`config.mk`:
```
export PLATFORM = sky130hd
export DESIGN_NAME = cart_rom_fetch
export DESIGN_NICKNAME = d
export VERILOG_FILES = /design/src/rtl/cart_rom_fetch.sv
export SDC_FILE = /design/constraint.sdc
export NUM_CORES = 1
export LEC_CHECK = 0
export CORE_MARGIN = 2
export CORE_UTILIZATION = 25
export CTS_BUF_LIST = sky130_fd_sc_hd__clkbuf_2
export DETAILED_ROUTE_END_ITERATION = 6
export HOLD_SLACK_MARGIN = 0.12
export MAX_ROUTING_LAYER = met4
export PLACE_DENSITY = 0.47
export SYNTH_ARGS = -nofsm -noshare
export SYNTH_HDL_FRONTEND = slang
export SYNTH_SLANG_ARGS = --single-unit
```
`constraint.sdc`:
```
create_clock -name clk -period 7.1 [get_ports clk]
set_clock_uncertainty 0.05 [all_clocks]
set_input_delay 1.42 -clock clk [delete_from_list [all_inputs] [get_ports clk]]
set_output_delay 1.42 -clock clk [all_outputs]
set_load 0.01 [all_outputs]
```
`src/rtl/cart_rom_fetch.sv`:
```
`default_nettype none
// ============================================================================
// Module   : cart_rom_fetch
// Purpose  : Cartridge ROM read engine. Fetches 4-word SDRAM bursts into a
//            one-line 8-byte buffer and stalls the CPU on a miss.
// Revision : 1.0 - initial release
// ============================================================================
module cart_rom_fetch (
  input  logic        clk,
  input  logic        reset_n,
  input  logic        cs,
  input  logic        rd,
  input  logic [24:0] mem_addr,
  input  logic [24:0] rom_size,
  input  logic        flush,
  output logic [7:0]  d_to_cpu,
  output logic        wait_n,
  output logic [24:0] sdram_addr,
  output logic        sdram_req,
  input  logic        sdram_ack,
  input  logic        sdram_valid,
  input  logic [15:0] sdram_dout
);

  typedef enum logic [1:0] {
    S_IDLE = 2'd0,
    S_REQ  = 2'd1,
    S_FILL = 2'd2
  } state_t;

  state_t      r_state;
  state_t      w_next_state;
  logic [21:0] r_tag;
  logic        r_line_valid;
  logic        r_flush_pend;
  logic [1:0]  r_widx;
  logic [15:0] r_line [4];
  logic [24:0] r_sdram_addr;

  logic        w_acc;
  logic        w_oor;
  logic        w_hit;
  logic        w_miss;
  logic        w_last_valid;
  logic [15:0] w_word;
  logic [7:0]  w_byte;

  assign w_acc        = cs & rd;
  assign w_oor        = (mem_addr >= rom_size);
  assign w_hit        = r_line_valid & (mem_addr[24:3] == r_tag);
  assign w_miss       = w_acc & ~w_oor & ~w_hit;
  assign w_last_valid = sdram_valid & (r_widx == 2'd3);

  assign w_word   = r_line[mem_addr[2:1]];
  assign w_byte   = mem_addr[0] ? w_word[15:8] : w_word[7:0];
  assign d_to_cpu = (!w_oor && w_hit) ? w_byte : 8'hFF;
  assign wait_n   = ~w_miss;

  assign sdram_req  = (r_state == S_REQ);
  assign sdram_addr = r_sdram_addr;

  always_ff @(posedge clk or negedge reset_n) begin
    if (!reset_n) begin
      r_state <= S_IDLE;
    end else begin
      r_state <= w_next_state;
    end
  end

  always_comb begin
    w_next_state = r_state;
    case (r_state)
      S_IDLE:  if (w_miss)       w_next_state = S_REQ;
      S_REQ:   if (sdram_ack)    w_next_state = S_FILL;
      S_FILL:  if (w_last_valid) w_next_state = S_IDLE;
      default:                   w_next_state = S_IDLE;
    endcase
  end

  // A flush seen during FILL is held so the completing burst cannot mark
  // stale data valid; a flush on the final word wins as well.
  always_ff @(posedge clk or negedge reset_n) begin
    if (!reset_n) begin
      r_tag        <= '0;
      r_line_valid <= 1'b0;
      r_flush_pend <= 1'b0;
      r_widx       <= 2'd0;
      r_sdram_addr <= '0;
      for (int i = 0; i < 4; i++) r_line[i] <= 16'hFFFF;
    end else begin
      case (r_state)
        S_IDLE: begin
          if (w_miss) begin
            r_tag        <= mem_addr[24:3];
            r_line_valid <= 1'b0;
            r_sdram_addr <= {mem_addr[24:3], 3'b000};
          end else if (flush) begin
            r_line_valid <= 1'b0;
          end
        end
        S_REQ: begin
          if (flush)     r_line_valid <= 1'b0;
          if (sdram_ack) r_widx       <= 2'd0;
        end
        S_FILL: begin
          if (flush) r_flush_pend <= 1'b1;
          if (sdram_valid) begin
            r_line[r_widx] <= sdram_dout;
            r_widx         <= r_widx + 2'd1;
            if (r_widx == 2'd3) begin
              r_line_valid <= ~(flush | r_flush_pend);
              r_flush_pend <= 1'b0;
            end
          end
        end
        default: ;
      endcase
    end
  end

endmodule
`default_nettype wire

```
==> out/metrics.csv, run 1 <==
metric,value,unit
ys_seq_area_frac,0.447,
fmax,167,MHz
p_int,0.00132,W
synth_ff_type,dfstp_2,
first_iter_violations,138,
die_height,150,um
power.leakage,2.82,nW
final_area,6810,sq um
crit_path_end_kind,output pin,
synth_top_area_frac,0.315,
syn_inst,415,
grt_pass1_wl,22.4,mm
yosysTopAreaCell,dfstp_2,
yosys-top-cells-area,"dfstp_2 (32%), mux2_2 (14%), dfrtp_1 (13%), ha_1 (8.0%), mux4_2 (6.8%)",
routed_via_density,4.53,
synth_enable_flop_cells,0,
swShare,0.341,
timing.hold.ws,517,ps
drc,0,
avgSynthCellArea,12.9,sq um
fin_total_pwr,0.00200,W
synth_warnings,0,
rsz0062_at_grt,no,
combPwrFrac,0.402,
post-route-period-util,0.842,
start_util,0.255,
route.detailed.wl_per_inst,17.8,um
cts_resized,0,
ys_seq_elements,92,
io_buffers,104,
cts_max_level,3,
dieArea,22500,sq um
layout-drive-gt1-share,0.378,
clk_pin_slew_worst_paths,290,ps
drt-total-wl,14.3,mm
hp-class,flip-flop to flip-flop,
power_frac_clock,0.145,
hold_viol_final,0,
slew_headroom,0.173,
worstPathArrival,4510,ps
gp_congestion,0.776,
startpoint_type,input port,
status,"finished, final reports clean",
post_cts_buffers,0,
drt_pass1_iterations,4,
asyncSetResetFlopFracSynth,1.00,
most-common-layout-cells,"clkdlybuf4s50_1 (103), mux2_2 (66), dfstp_2 (64)",
grt_max_degree,75,
cp_max_fo,9,
core,21000,sq um
syn_area,5330,sq um
period_needed,5980,ps
insertion_delay,600,ps
drv_slew,0,
dp_hpwl,10.2,mm
antenna_found_initial,1,
place_area,6670,sq um
tns,0,ps
track_usage,0.136,
io_pins,108,
setup_viol,0,
mostFrequentLayoutCell,clkdlybuf4s50_1,
grt_pass1_vias,3909,
tritoncts,yes,
cp.required,5630,ps
ir_drop,0.0795,mV
seqPwrFrac,0.453,
powerDensity,294,nW/um^2
critical_path_class,input port to output pin,
cts_inserted_buffers,9,
rows,53,
ant_nets,0,
drv_cap,0,
vias,3634,
nets,628,
overflow,0,
numClockSinks,92,
switching_power,0.000683,W
yosysUniqueCellTypes,50,
max-clock-path-buffers,2,
clk_root_buffer_cell,clkbuf_2,
tightest_slew,1240,ps
cts_hold_buf,0,
syn2layout_area_growth,27.7,%
die_x,150,um
[worst max-delay path, cell delays in order]
cell and delay [ps]:
clkdlybuf4s50_1 660, clkinv_1 350, ha_1 390, nor2b_1 40
o21ai_0 170, a31oi_1 130, nor3_1 320, nor3_1 120
buf_4 190, nand3_1 130, clkdlybuf4s50_1 570
[final cells by class]
type	instances	area, sq um
Inverter	33	124
Clock buffer	9	45.0
Fill cell	2175	14100
Tap cell	275	344
Antenna cell	1	2.50
Sequential cell	92	2380
Multi-Input combinational cell	276	2750
Timing Repair Buffer	109	1080
Clock inverter	7	91.3
[synth_stat cells, types with 2 or more instances]
library cell	number
nor4_4	2
nand2b_1	2
xnor2_1	14
clkbuf_1	10
nor2b_1	2
xor2_1	8
dfrtp_1	28
a21boi_0	2
nor4b_1	2
o32ai_1	2
buf_4	3
nand3_1	17
buf_6	2
a21o_1	3
nand2_1	24
mux4_2	16
inv_1	32
nor2_1	3
dfstp_2	64
a21oi_1	9
nand4_1	11
mux2_2	66
ha_1	34
nor4_1	5
mux2_4	20
nor3_1	3
o21ai_0	8
[per-layer routing]
metal,global-route usage,vias up,share of wire
li1,-,1712,-
met1,0.183,1837,0.47
met5,-,-,0
met2,0.209,77,0.47
met4,0.0392,0,0.0093
met3,0.0277,8,0.050
[sequential cells by signal, summed over array words and instances (netlist names)]
signal and cells:
r_flush_pend 1, r_line 64, r_line_valid 1, r_state 2, r_tag 22, r_widx 2
[power by group through the flow]
| stage | logic, W | clock network [W] | registers, W |
|---|---|---|---|
| final | 0.000806 | 0.000290 | 0.000909 |
| after global routing | 0.000877 | 0.000332 | 0.000938 |
| after CTS | 0.000817 | 0.000308 | 0.000909 |
| after detailed placement | 0.000811 | 0 | 0.000918 |
| after global placement | 0.000802 | 0 | 0.000910 |
| after floorplan | 0.000472 | 0 | 0.000919 |
[metrics by stage]
step	instances	worst slack (ps)	utilization
global route	802	850	0.325
finish	802	1120	0.325
floorplan	417	2240	-
global placement	785	1170	0.318
detailed placement	785	1110	0.318
CTS	801	1090	0.325
[kinds of logic after synthesis]
group | Yosys count | synth area share
multiplexers | 102 | 0.263
flip-flops | 92 | 0.447
AND/OR/NAND/NOR | 81 | 0.0905
buffers and inverters | 49 | 0.0396
adder cells (fa/ha/maj) | 34 | 0.0798
AO/OA/AOI/OAI | 34 | 0.0434
XOR/XNOR | 22 | 0.0361
other | 1 | 0.000703
[path summary, 6_finish.rpt]
kind,cells past startpoint,endpoint,slack (ps),from
max,11,d_to_cpu[6],1120,mem_addr[0]
max in group asynchronous,2,r_tag[6]$_DFFE_PN0P_,5170,reset_n
min reg2reg,2,r_flush_pend$_DFFE_PN0P_,520,r_flush_pend$_DFFE_PN0P_
max reg2reg,4,r_line[6]$_DFFE_PN1P_,4430,r_state[0]$_DFFE_PN0P_
min in group asynchronous,1,r_tag[21]$_DFFE_PN0P_,580,reset_n
min,2,r_flush_pend$_DFFE_PN0P_,520,r_flush_pend$_DFFE_PN0P_
No activity file was read; power rests on OpenSTA's default activity.
==> inputs of run 2 (changes only) <==
--- a/config.mk
+++ b/config.mk
@@ -11,7 +11,7 @@
 export DETAILED_ROUTE_END_ITERATION = 6
 export HOLD_SLACK_MARGIN = 0.12
 export MAX_ROUTING_LAYER = met4
-export PLACE_DENSITY = 0.47
+export PLACE_DENSITY = 0.48
 export SYNTH_ARGS = -nofsm -noshare
 export SYNTH_HDL_FRONTEND = slang
 export SYNTH_SLANG_ARGS = --single-unit
==> constraint.sdc (replaced) <==
create_clock -name clk -period 5.2 [get_ports clk]
set_clock_uncertainty 0.05 [all_clocks]
set_input_delay 1.04 -clock clk [delete_from_list [all_inputs] [get_ports clk]]
set_output_delay 1.04 -clock clk [all_outputs]
set_load 0.01 [all_outputs]
==> run 2 against run 1 <==
Against the previous run:
- clock power rose by 47%
- via count rose by 0.99%
- core utilization increased by 0.60 points
- highest routed layer unchanged
==> out/metrics.csv, run 2 (synthesis results as in run 1) <==
metric,value,unit,change
status,"finished, final reports clean",,
startpoint_type,input port,,
layout_top_registers,"r_line x64, r_tag x22",,
slew_headroom,0.247,,+0.0743
grt_max_degree,54,,-28%
drv_slew,0,,unchanged
rrSetupSlack,2590,ps,-1840 ps
nets,643,,+2.4%
overflow,0,,unchanged
hp-class,input port to asynchronous set/reset pin,,
critical_path_class,input port to output pin,,
route.detailed.wl_per_inst,17.2,um,-3.5%
setup_viol,0,,unchanged
ant_nets,0,,unchanged
rows,53,,unchanged
routed_via_density,4.49,,-0.98%
fmax,200,MHz,
insertion_delay,600,ps,about the same
max-clock-path-buffers,2,,unchanged
cts_inserted_buffers,9,,unchanged
io_buffers,104,,unchanged
final.fill_count,2115,,-2.8%
power.leakage,2.90,nW,+2.9%
dieArea,22500,sq um,unchanged
placed_cells,800,,+1.9%
place_area,6790,sq um,+1.7%
cts_hold_buf,0,,unchanged
gp_congestion,0.813,,+4.7%
grt_pass1_vias,3963,,+1.4%
regArea,2380,sq um,unchanged
start_util,0.255,,unchanged
final_area,6940,sq um,+1.9%
mostFrequentLayoutCell,clkdlybuf4s50_1,,
drt_pass1_iterations,4,,unchanged
clk_root_buffer_cell,clkbuf_2,,
r2r_end,r_line[4]$_DFFE_PN1P_,,
die_x,150,um,unchanged
io_pins,108,,unchanged
vias,3670,,+0.99%
dp_hpwl,10.4,mm,+1.5%
hold_viol_final,0,,unchanged
cts_max_level,3,,unchanged
worstReg2RegStart,r_state[0]$_DFFE_PN0P_,,
final_util,0.331,,+0.00603
grt_pass1_wl,21.6,mm,-3.4%
largest_register_ffs,64,,unchanged
ir_drop,0.124,mV,+56%
cp.required,4110,ps,-1520 ps
numClockSinks,92,,unchanged
drc,0,,unchanged
worstPathArrival,3900,ps,-610 ps
first_iter_violations,143,,+3.6%
most-common-layout-cells,"clkdlybuf4s50_1 (103), mux2_2 (66), dfstp_2 (64)",,
regMostFlops,r_line,,
powerDensity,402,nW/um^2,+36%
die_height,150,um,unchanged
post-route-period-util,0.959,,
tns,0,ps,unchanged
multi_input_comb_area,2750,sq um,+0.18%
syn2layout_area_growth,30.1,%,
r2r_cells,4,,unchanged
tightest_slew,1130,ps,-111 ps
antenna_found_initial,2,,+1
fin_cells,818,,+2.0%
tritoncts,yes,,
rsz0062_at_grt,no,,
drt-total-wl,14.0,mm,-1.5%
drv_cap,0,,unchanged
crit_path_end_kind,output pin,,
core,21000,sq um,unchanged
track_usage,0.131,,-0.00513
cp_max_fo,8,,-1
layout-drive-gt1-share,0.397,,+0.0191
clk_pin_slew_worst_paths,320,ps,+30 ps
period_needed,4990,ps,
## run 2: changes by cell type in the layout (fill, tap and decap cells not counted), sizes merged
| cell | before | now |
|---|---|---|
| buf | 6 | 21 |
| clkinv | 5 | 2 |
| bufinv | 0 | 1 |
| diode | 1 | 2 |
| inv | 35 | 37 |
## run 2: layout make-up
| cell class | count | area share |
|---|---|---|
| multi-input cells | 276 | 0.397 |
| repair buffers | 124 | 0.171 |
| clock buffers | 9 | 0.00649 |
| well taps | 275 | 0.0496 |
| clock inverters | 7 | 0.0141 |
| diodes | 2 | 0.000721 |
| flip-flops and latches | 92 | 0.343 |
| inverters | 33 | 0.0179 |
## run 2: metrics by stage
step           hold WS [ps]  setup WS, ps  power [W]
2_1_floorplan           453          1100    0.00190
6_report                384           211    0.00279
3_3_place_gp            476         -73.1    0.00236
5_1_grt                 366          20.8    0.00296
3_5_place_dp            485          -116    0.00238
4_1_cts                 354           216    0.00283
## run 2: worst max path at each step
| stage | from | to | slack, ps | cells past startpoint |
|---|---|---|---|---|
| global route | mem_addr[10] | d_to_cpu[6] | 20 | 8 |
| detailed placement | rom_size[16] | d_to_cpu[6] | -120 | 10 |
| floorplan | mem_addr[0] | d_to_cpu[0] | 1100 | 9 |
| global placement | rom_size[14] | d_to_cpu[6] | -70 | 10 |
| finish | rom_size[2] | d_to_cpu[6] | 210 | 10 |
| CTS | rom_size[2] | d_to_cpu[6] | 220 | 10 |
## run 2: metal layers
| layer | global-route usage | share of wire | vias up |
|---|---|---|---|
| met5 | - | 0 | - |
| li1 | - | - | 1747 |
| met1 | 0.167 | 0.47 | 1855 |
| met4 | 0.0458 | 0.017 | 0 |
| met3 | 0.0253 | 0.032 | 14 |
| met2 | 0.209 | 0.48 | 54 |
## run 2: worst max-delay path: stages
cell and delay [ps]:
clkdlybuf4s50_1 460, inv_1 40, ha_1 280, a21oi_1 270, o21ai_0 150, a31oi_1 240
nor3_1 100, nor3_2 520, nand3_1 250, clkdlybuf4s50_1 550
## run 2: power by group
group	internal [W]	switching [W]
clock	0.000131	0.000297
sequential	0.00107	0.000180
combinational	0.000658	0.000451
total	0.00186	0.000928
## run 2: what timing repair did
action,4_1_cts,5_1_grt
gates resized for setup,1,0
endpoints found under the hold margin,0,0
setup endpoints to repair,7,0
setup buffers,0,0
